[src/rtl/sdram_port_arbiter.sv]
// Multi-client burst arbiter in front of sdram_core: one grant at a time,
// RT_PORT priority with a starvation guard, round-robin for the rest.
//
// Ports:
//   clk_50m, rst_n          clock, async active-low reset
//   p_req/p_we/p_addr/p_len per-client burst request (packed per port)
//   p_wdata                 per-client FWFT write data
//   p_gnt/p_wpop/p_rvalid   per-client accept / write-pop / read-valid strobes
//   p_rdata, p_done         shared read data, per-client completion pulse
//   cmd_*                   command handshake to the controller
//   wr_req/wr_data          controller write-beat pull
//   rd_valid/rd_data        controller read beats
//   busy                    arbiter not idle
module sdram_port_arbiter #(
    parameter int NUM_PORTS  = 3,
    parameter int ADDR_W     = 24,
    parameter int DATA_W     = 16,
    parameter int LEN_W      = 4,
    parameter int RT_PORT    = 0,
    parameter int RT_MODE    = 1,
    parameter int MAX_RT_RUN = 4
) (
    input  logic                          clk_50m,
    input  logic                          rst_n,
    input  logic [NUM_PORTS-1:0]          p_req,
    input  logic [NUM_PORTS-1:0]          p_we,
    input  logic [NUM_PORTS*ADDR_W-1:0]   p_addr,
    input  logic [NUM_PORTS*LEN_W-1:0]    p_len,
    input  logic [NUM_PORTS*DATA_W-1:0]   p_wdata,
    output logic [NUM_PORTS-1:0]          p_gnt,
    output logic [NUM_PORTS-1:0]          p_wpop,
    output logic [NUM_PORTS-1:0]          p_rvalid,
    output logic [DATA_W-1:0]             p_rdata,
    output logic [NUM_PORTS-1:0]          p_done,
    output logic                          cmd_valid,
    input  logic                          cmd_ready,
    output logic                          cmd_we,
    output logic [ADDR_W-1:0]             cmd_addr,
    output logic [LEN_W-1:0]              cmd_len,
    input  logic                          wr_req,
    output logic [DATA_W-1:0]             wr_data,
    input  logic                          rd_valid,
    input  logic [DATA_W-1:0]             rd_data,
    output logic                          busy
);

    localparam int IDX_W = $clog2(NUM_PORTS);
    localparam int RUN_W = $clog2(MAX_RT_RUN + 2);

    typedef enum logic [1:0] {
        IDLE,
        CMD,
        XFER
    } state_t;

    state_t           state;
    logic [IDX_W-1:0] cur;
    logic [IDX_W-1:0] rr_ptr;
    logic             cur_we;
    logic [ADDR_W-1:0] cur_addr;
    logic [LEN_W-1:0] cur_len;
    logic [LEN_W-1:0] beat_cnt;
    logic [RUN_W-1:0] rt_run;
    logic             done_q;

    logic [NUM_PORTS-1:0] rt_mask;
    logic [NUM_PORTS-1:0] other_req;
    logic                 rt_win;
    logic                 rr_found;
    logic [IDX_W-1:0]     cand;
    logic [IDX_W-1:0]     rr_win;
    logic [IDX_W-1:0]     win;
    logic [IDX_W-1:0]     nxt_ptr;
    logic                 win_we;
    logic [ADDR_W-1:0]    win_addr;
    logic [LEN_W-1:0]     win_len;
    logic [DATA_W-1:0]    cur_wdata;
    logic                 xfer;
    logic                 beat;

    // RT wins unless it has used up its run while someone else waits.
    always_comb begin
        rt_mask = '0;
        if (RT_MODE != 0)
            rt_mask[RT_PORT] = 1'b1;
        other_req = p_req & ~rt_mask;
        rt_win = (RT_MODE != 0) && p_req[RT_PORT] &&
                 ((rt_run < RUN_W'(MAX_RT_RUN)) || (other_req == '0));
        rr_found = 1'b0;
        rr_win   = '0;
        cand     = '0;
        for (int k = 0; k < NUM_PORTS; k++) begin
            cand = IDX_W'((int'(rr_ptr) + k) % NUM_PORTS);
            if (!rr_found && other_req[cand]) begin
                rr_found = 1'b1;
                rr_win   = cand;
            end
        end
        win = rt_win ? IDX_W'(RT_PORT) : rr_win;
        nxt_ptr = (rr_win == IDX_W'(NUM_PORTS - 1)) ? '0 : rr_win + 1'b1;
    end

    always_comb begin
        win_we    = 1'b0;
        win_addr  = '0;
        win_len   = '0;
        cur_wdata = '0;
        for (int k = 0; k < NUM_PORTS; k++) begin
            if (win == IDX_W'(k)) begin
                win_we   = p_we[k];
                win_addr = p_addr[k*ADDR_W +: ADDR_W];
                win_len  = p_len[k*LEN_W +: LEN_W];
            end
            if (cur == IDX_W'(k))
                cur_wdata = p_wdata[k*DATA_W +: DATA_W];
        end
    end

    assign xfer = (state == XFER);
    assign beat = cur_we ? wr_req : rd_valid;

    always_ff @(posedge clk_50m or negedge rst_n) begin
        if (!rst_n) begin
            state    <= IDLE;
            cur      <= '0;
            rr_ptr   <= '0;
            cur_we   <= 1'b0;
            cur_addr <= '0;
            cur_len  <= '0;
            beat_cnt <= '0;
            rt_run   <= '0;
            done_q   <= 1'b0;
        end else begin
            done_q <= 1'b0;
            unique case (state)
                IDLE: begin
                    if (|p_req) begin
                        cur      <= win;
                        cur_we   <= win_we;
                        cur_addr <= win_addr;
                        cur_len  <= win_len;
                        state    <= CMD;
                        if (rt_win) begin
                            if (rt_run != RUN_W'(MAX_RT_RUN))
                                rt_run <= rt_run + 1'b1;
                        end else begin
                            rr_ptr <= nxt_ptr;
                            rt_run <= '0;
                        end
                    end
                end
                CMD: begin
                    if (cmd_ready) begin
                        beat_cnt <= '0;
                        state    <= XFER;
                    end
                end
                XFER: begin
                    if (beat) begin
                        if (beat_cnt == cur_len) begin
                            state  <= IDLE;
                            done_q <= 1'b1;
                        end else begin
                            beat_cnt <= beat_cnt + 1'b1;
                        end
                    end
                end
                default: state <= IDLE;
            endcase
        end
    end

    assign cmd_valid = (state == CMD);
    assign cmd_we    = cmd_valid & cur_we;
    assign cmd_addr  = cmd_valid ? cur_addr : '0;
    assign cmd_len   = cmd_valid ? cur_len : '0;
    assign busy      = (state != IDLE);
    assign wr_data   = (xfer & cur_we) ? cur_wdata : '0;
    assign p_rdata   = (xfer & ~cur_we) ? rd_data : '0;

    always_comb begin
        p_gnt    = '0;
        p_wpop   = '0;
        p_rvalid = '0;
        p_done   = '0;
        for (int k = 0; k < NUM_PORTS; k++) begin
            if (cur == IDX_W'(k)) begin
                p_gnt[k]    = cmd_valid & cmd_ready;
                p_wpop[k]   = xfer & cur_we & wr_req;
                p_rvalid[k] = xfer & ~cur_we & rd_valid;
                p_done[k]   = done_q;
            end
        end
    end

endmodule

[config.mk]
export PLATFORM = sky130hd
export DESIGN_NAME = sdram_port_arbiter
export DESIGN_NICKNAME = d
export VERILOG_FILES = /design/src/rtl/sdram_port_arbiter.sv
export SDC_FILE = /design/constraint.sdc
export NUM_CORES = 1
export LEC_CHECK = 0
export BUFFER_PORTS_ARGS = -buffer_cell sky130_fd_sc_hd__buf_4
export CORE_MARGIN = 8
export CORE_UTILIZATION = 40
export CTS_CLUSTER_DIAMETER = 30
export DETAILED_ROUTE_END_ITERATION = 8
export PLACE_DENSITY_LB_ADDON = 0.05
export SLEW_MARGIN = 20
export SYNTH_ARGS = -nofsm -noshare
export SYNTH_HDL_FRONTEND = slang
export SYNTH_SLANG_ARGS = --single-unit
[constraint.sdc]
create_clock -name clk_50m -period 2.3 [get_ports clk_50m]
set_input_delay 0.115 -clock clk_50m [delete_from_list [all_inputs] [get_ports clk_50m]]
set_output_delay 0.115 -clock clk_50m [all_outputs]
set_load 0.005 [all_outputs]
==> impl_metrics.csv, run 1 <==
group,metric,value,unit
routing,drc_errors,0,
logic_synthesis,yosys_most_used_dff,"dfrtp_1",
floorplanning,chipWidth,107,um
sta,tightestPinTransition,0.657,ns
critical_path,crit_type,"flop to flop",
logic_synthesis,synth-simple-area-share,29.0,%
clocking,clk_pin_slew,0.09,ns
sta,slew_violations,0,
critical_path,critPathMaxFanout,14,
pwr,powerDensity,1030,nW/um^2
logic_synthesis,ys_seq_area_share,32.4,%
clocking,clock_path_buffers,2,
sta,timing.hold.ws,0.0359,ns
routing,drt_iter0_drc,162,
routing,dr.pass1.iters,4,
finish,ff_latch_area,1080,sq um
sta,fmax,0.464,GHz
placed_design,io_buffers,233,
routing,ant_nets,0,
finish,drive_gt1_share,41.8,%
floorplanning,die_area,11500,sq um
pwr,combPwrFrac,65.6,%
routing,viasPerCell,5.16,
placed_design,place_congestion,0.832,
finish,n_antenna_cell,0,
sta,min_period_over_period,93.7,%
logic_synthesis,synthAdderAreaFrac,2.64,%
finish,multi_input_area,2090,sq um
clocking,cts_root_buf,"clkbuf_8",
clocking,htreeDepth,2,
logic_synthesis,synth_edf_count,0,
critical_path,required,2.48,ns
finish,final_nets,799,
floorplanning,io_pins,234,
global_routing,antenna_found_initial,0,
pwr,switching_power,2.37,mW
logic_synthesis,yosys.area_share.xor_xnor,1.58,%
sta,final-hold-violation-count,0,
logic_synthesis,synthArstFlopShare,100,%
placed_design,hpwl,10100,um
pwr,p_int,3.12,mW
clocking,cts.sinks,43,
global_routing,grt_pass1_vias,3903,
routing,drt-wirelength-per-cell,17.8,um
pwr,pwr-share-seq,24.6,%
logic_synthesis,synth-seq-cells,43,
clocking,cts_tree,"built",
logic_synthesis,syn_area,3320,sq um
pwr,clkPwrFrac,9.8,%
floorplanning,die_y,107,um
run_status,status,"finished clean",
logic_synthesis,synth_fp_nets,572,
floorplanning,start_util,40.8,%
sta,finalSetupTns,0,ns
hold_path,hold_class,"input pin to flop",
logic_synthesis,synth_warnings,0,
logic_synthesis,synth_top_family_by_area,"simple AND/OR/NAND/NOR gates",
sta,finalSetupViolCount,0,
finish,num-fill-cells,703,
sta,fin_skew,0.00886,ns
sta,max_slew_margin,56.0,%
critical_path,cp.arrival,2.33,ns
global_routing,grt_usage,21.5,%
routing,routed-via-count,3813,
clocking,numCtsBuffers,5,
logic_synthesis,synth.area.mux_share,13.0,%
finish,areaGrowthSynthToFinish,60.8,%
global_routing,grt_max_degree,44,
floorplanning,fp-row-count,33,
logic_synthesis,post_synth_num_cell_types,44,
placed_design,place_inst,729,
logic_synthesis,synth_compound_area_share,16.2,%
logic_synthesis,postSynthCellCount,406,
clocking,post_cts_buffers,0,
routing,routed_wl,13200,um
global_routing,globalRoute.totalOverflow,0,
logic_synthesis,post_synth.cell_area_avg,8.18,sq um
pwr,swShare,43.1,%
global_routing,grt_first_pass_wirelength,20300,um
clocking,clock_latency,0.29,ns
pwr,vdd_drop_max,0.641,mV
finish,layout.cells.non_filler,739,
pwr,leakage,2.75,nW
critical_path,end_kind,"flop",
floorplanning,core,8130,sq um
sta,fin_crit,2.15,ns
sta,rsz0062_at_grt,"false",
run,cap_violations,0,
critical_path,critPathLaunchType,"flop",
## Yosys cell counts (2+ instances only)
cell      number  area, sq um
nand2b_1       5         31.3
o21ai_1        9         45.0
and2_1        46          288
nor3_1         6         30.0
nand3_1       28          140
dfrtp_1       43         1080
o32ai_2        2         32.5
buf_6          4         45.0
buf_4          2         15.0
clkbuf_1      15         56.3
mux2i_1       42          420
ha_1           7         87.6
nor2b_1        6         37.5
o22ai_1        4         25.0
or2_1          2         12.5
o21a_1         2         15.0
buf_2          6         30.0
o21ai_0        6         30.0
nand2_1       43          161
o211ai_1      25          188
a21oi_1       23          115
inv_1          7         26.3
xor2_1         6         52.6
nand2_2        2         12.5
nor2_1        44          165
nand3b_1       3         22.5
## flip-flops by register name (all words and copies together), names as in the netlist
signal and count:
beat_cnt 4, cur 2, cur_addr 24, cur_len 4, cur_we 1, done_q 1
rr_ptr 2, rt_run 3, state 2
## layer usage
metal	wire [um]	GRT usage, %	share of wire (%)	vias up
met5	0	0	0	-
met4	186	5.03	1.4	0
met3	815	4.92	6.2	14
met2	6940	38.6	53	137
met1	5230	25.2	40	1801
li1	-	-	-	1861
## logic make-up (layout without fill, tap and decap cells)
logic type / count (synthesis) / after routing
buffers and inverters: 34 / 262
AND/OR/NAND/NOR: 193 / 193
flip-flops: 43 / 43
AO/OA/AOI/OAI: 80 / 80
multiplexers: 43 / 43
XOR/XNOR: 6 / 6
adder cells (fa/ha/maj): 7 / 7
## power groups by stage
stage                     Combinational (mW)  Clock, mW  Sequential (mW)
final                                   3.60      0.540             1.35
after global routing                    3.96      0.573             1.41
after CTS                               3.55      0.549             1.35
after detailed placement                3.53          0             1.37
after global placement                  3.46          0             1.35
after floorplan                         2.25          0             1.30
## critical path, cell delays in order (launching register included)
cell      delay [ns]
dfrtp_1         0.40
inv_1           0.08
ha_1            0.34
nand3b_1        0.24
o32ai_4         0.36
nand2_4         0.14
buf_12          0.19
mux2i_1         0.18
o211ai_1        0.10
## placed cells by master, fill, tap and decap left out, types with 2 or more instances in the layout
master / count
or2_1: 2
and2_1: 46
xor2_1: 6
nand3b_1: 3
o21ai_1: 10
nand2b_1: 5
a21oi_1: 23
nor2b_2: 2
ha_1: 7
buf_4: 242
dfrtp_1: 43
nor2_1: 44
o21a_1: 2
nor2b_1: 4
clkbuf_8: 7
buf_12: 3
mux2i_1: 42
o21ai_0: 5
o22ai_1: 4
nor3_1: 6
o211ai_1: 25
nand3_1: 28
inv_1: 7
nand2_1: 43
## metrics by stage
step	worst slack (ns)	util [%]	power, mW	instance area, sq um
6_report	0.146	65.7	5.50	5340
5_1_grt	0.000836	65.7	5.94	5340
4_1_cts	0.0951	65.1	5.45	5290
3_5_place_dp	0.105	63.7	4.90	5180
3_3_place_gp	0.230	63.7	4.80	5180
2_1_floorplan	0.311	-	3.54	3320
## cell type report
| cell class | count | area share (%) |
|---|---|---|
| sequential | 43 | 20.1 |
| tap | 105 | 2.46 |
| timing repair buffer | 247 | 35.8 |
| clock buffer | 8 | 1.87 |
| multi-input combinational | 329 | 39.2 |
| inverter | 7 | 0.492 |
## final timing paths
kind	start	to	slack, ns	cells past startpoint
max	rr_ptr[0]	cur_addr[2]	0.15	8
min	cmd_ready	beat_cnt[2]	0.04	2
max reg2reg	rr_ptr[0]	cur_addr[2]	0.15	8
min reg2reg	cur_addr[19]	cur_addr[19]	0.49	2
max in group asynchronous	rst_n	cur_addr[17]	1.53	2
min in group asynchronous	rst_n	cur[0]	0.36	2
## timing repair
item | in CTS | in global routing
resized for setup | 0 | 4
hold endpoints to repair | 43 | 0
setup endpoints to repair | 0 | 19
hold buffers | 1 | 0
No activity file was read; power rests on OpenSTA's default activity.
==> run 2: changes to the inputs <==
--- a/config.mk
+++ b/config.mk
@@ -11,6 +11,7 @@
 export CTS_CLUSTER_DIAMETER = 30
 export DETAILED_ROUTE_END_ITERATION = 8
 export PLACE_DENSITY_LB_ADDON = 0.05
+export REMOVE_ABC_BUFFERS = 1
 export SLEW_MARGIN = 20
 export SYNTH_ARGS = -nofsm -noshare
 export SYNTH_HDL_FRONTEND = slang
==> run 2 against run 1 <==
Utilization up 0.17 points; sequential cell count unchanged; sequential power up 3%; final area up 0.26%; clock-buffer cell count down 2; via count about the same; clock skew up 0.00079 ns; die area unchanged; cell count up 0.14%; largest cell class unchanged.
==> impl_metrics.csv, run 2 (same netlist as run 1, synthesis figures left out) <==
group,metric,value,unit
clocking,cts_tree,"built",
global_routing,globalRoute.totalOverflow,0,
sta,timing.hold.ws,0.0414,ns
critical_path,end_kind,"flop",
sta,fmax,0.470,GHz
finish,largest_reg_flops,24,
finish,largest_registers,"cur_addr x24, beat_cnt x4, cur_len x4",
run_status,status,"finished clean",
global_routing,grt_pass1_vias,3999,
finish,areaGrowthSynthToFinish,61.2,%
critical_path,critPathLaunchType,"flop",
placed_design,io_buffers,233,
critical_path,required,2.47,ns
floorplanning,start_util,40.8,%
placed_design,hpwl,10200,um
finish,final_common_cell,"buf_4",
pwr,leakage,2.76,nW
sta,finalSetupViolCount,0,
sta,rsz0062_at_grt,"false",
critical_path,critPathMaxFanout,30,
floorplanning,chipWidth,107,um
hold_path,hold_class,"input pin to flop",
finish,ff_latch_area,1080,sq um
finish,n_antenna_cell,0,
pwr,vdd_drop_max,0.458,mV
clocking,cts_hold_buf,1,
clocking,clock_path_buffers,2,
sta,final-hold-violation-count,0,
critical_path,r2r_slack,0.17,ns
routing,viasPerCell,5.16,
finish,layout_common_cells,"243 x buf_4, 46 x and2_1, 44 x nor2_1",
routing,ant_nets,0,
clocking,post_cts_buffers,0,
clocking,cts.sinks,43,
critical_path,crit_type,"flop to flop",
finish,drive_gt1_share,41.6,%
clocking,numCtsBuffers,5,
sta,min_period_over_period,92.6,%
routing,routed-via-count,3816,
finish,multi_input_area,2070,sq um
floorplanning,core,8130,sq um
sta,tightestPinTransition,0.569,ns
floorplanning,io_pins,234,
finish,final_nets,800,
placed_design,place_area,5210,sq um
global_routing,antenna_found_initial,0,
critical_path,cp.arrival,2.30,ns
clocking,clk_pin_slew,0.09,ns
global_routing,grt_usage,21.6,%
routing,drc_errors,0,
floorplanning,fp-row-count,33,
floorplanning,die_area,11500,sq um
pwr,power,5.62,mW
clocking,cts_resized,0,
sta,fin_skew,0.00965,ns
global_routing,grt_first_pass_wirelength,20400,um
routing,drt-wirelength-per-cell,17.3,um
finish,largest_register,"cur_addr",
floorplanning,die_y,107,um
sta,slew_violations,0,
run,cap_violations,0,
placed_design,place_congestion,0.901,
global_routing,grt_max_degree,44,
clocking,clock_latency,0.30,ns
finish,final_area,5350,sq um
sta,max_slew_margin,62.1,%
finish,num-fill-cells,732,
sta,finalSetupTns,0,ns
pwr,powerDensity,1050,nW/um^2
routing,routed_wl,12800,um
sta,fin_crit,2.13,ns
clocking,htreeDepth,2,
routing,dr.pass1.iters,4,
routing,drt_iter0_drc,148,
clocking,cts_root_buf,"clkbuf_8",
-- run 2: path summary, 6_finish.rpt --
| check | startpoint | endpoint | depth (start not counted) |
|---|---|---|---|
| worst min-delay path | cmd_ready | beat_cnt[3] | 2 |
| worst min register to register | cur_addr[21] | cur_addr[21] | 2 |
| worst max register to register | rr_ptr[0] | cur_addr[15] | 9 |
| worst max-delay path | rr_ptr[0] | cur_addr[15] | 9 |
| min in group asynchronous | rst_n | cur_addr[14] | 2 |
| max in group asynchronous | rst_n | cur_addr[10] | 2 |
-- run 2: routing by layer --
| layer | vias up | global-route usage, % | routed length, um | share of wire, % |
|---|---|---|---|---|
| li1 | 1866 | - | - | - |
| met1 | 1764 | 24.1 | 4860 | 38 |
| met2 | 171 | 38.4 | 6500 | 51 |
| met3 | 15 | 7.20 | 1230 | 9.6 |
| met4 | 0 | 5.23 | 215 | 1.7 |
| met5 | - | 0 | 0 | 0 |
-- run 2: worst max-delay path, stage by stage, from the launching register on --
cell      delay (ns)
dfrtp_1         0.40
inv_1           0.08
ha_1            0.33
nor2b_1         0.08
o21a_1          0.20
o32ai_2         0.32
nand2_2         0.10
buf_12          0.20
mux2i_1         0.18
o211ai_1        0.09
-- run 2: cell type report --
class	instances	area share (%)
tap	105	2.45
clock buffer	6	1.36
clock inverter	2	1.12
multi-input combinational	329	38.7
sequential	43	20.1
inverter	7	0.491
timing repair buffer	248	35.8
-- run 2: where the power goes --
group          internal [mW]  total, mW  switching, mW
clock network          0.434      0.706          0.271
registers               1.11       1.39          0.277
logic                   1.74       3.53           1.79
total                   3.29       5.62           2.33
-- run 2: stage by stage --
step / setup slack [ns] / std cells / util, %
after floorplan: 0.0717 / 379 / -
after global placement: 0.255 / 731 / 64.1
after detailed placement: 0.180 / 731 / 64.1
after CTS: 0.165 / 740 / 65.8
after global routing: 0.00361 / 740 / 65.8
final: 0.171 / 740 / 65.8
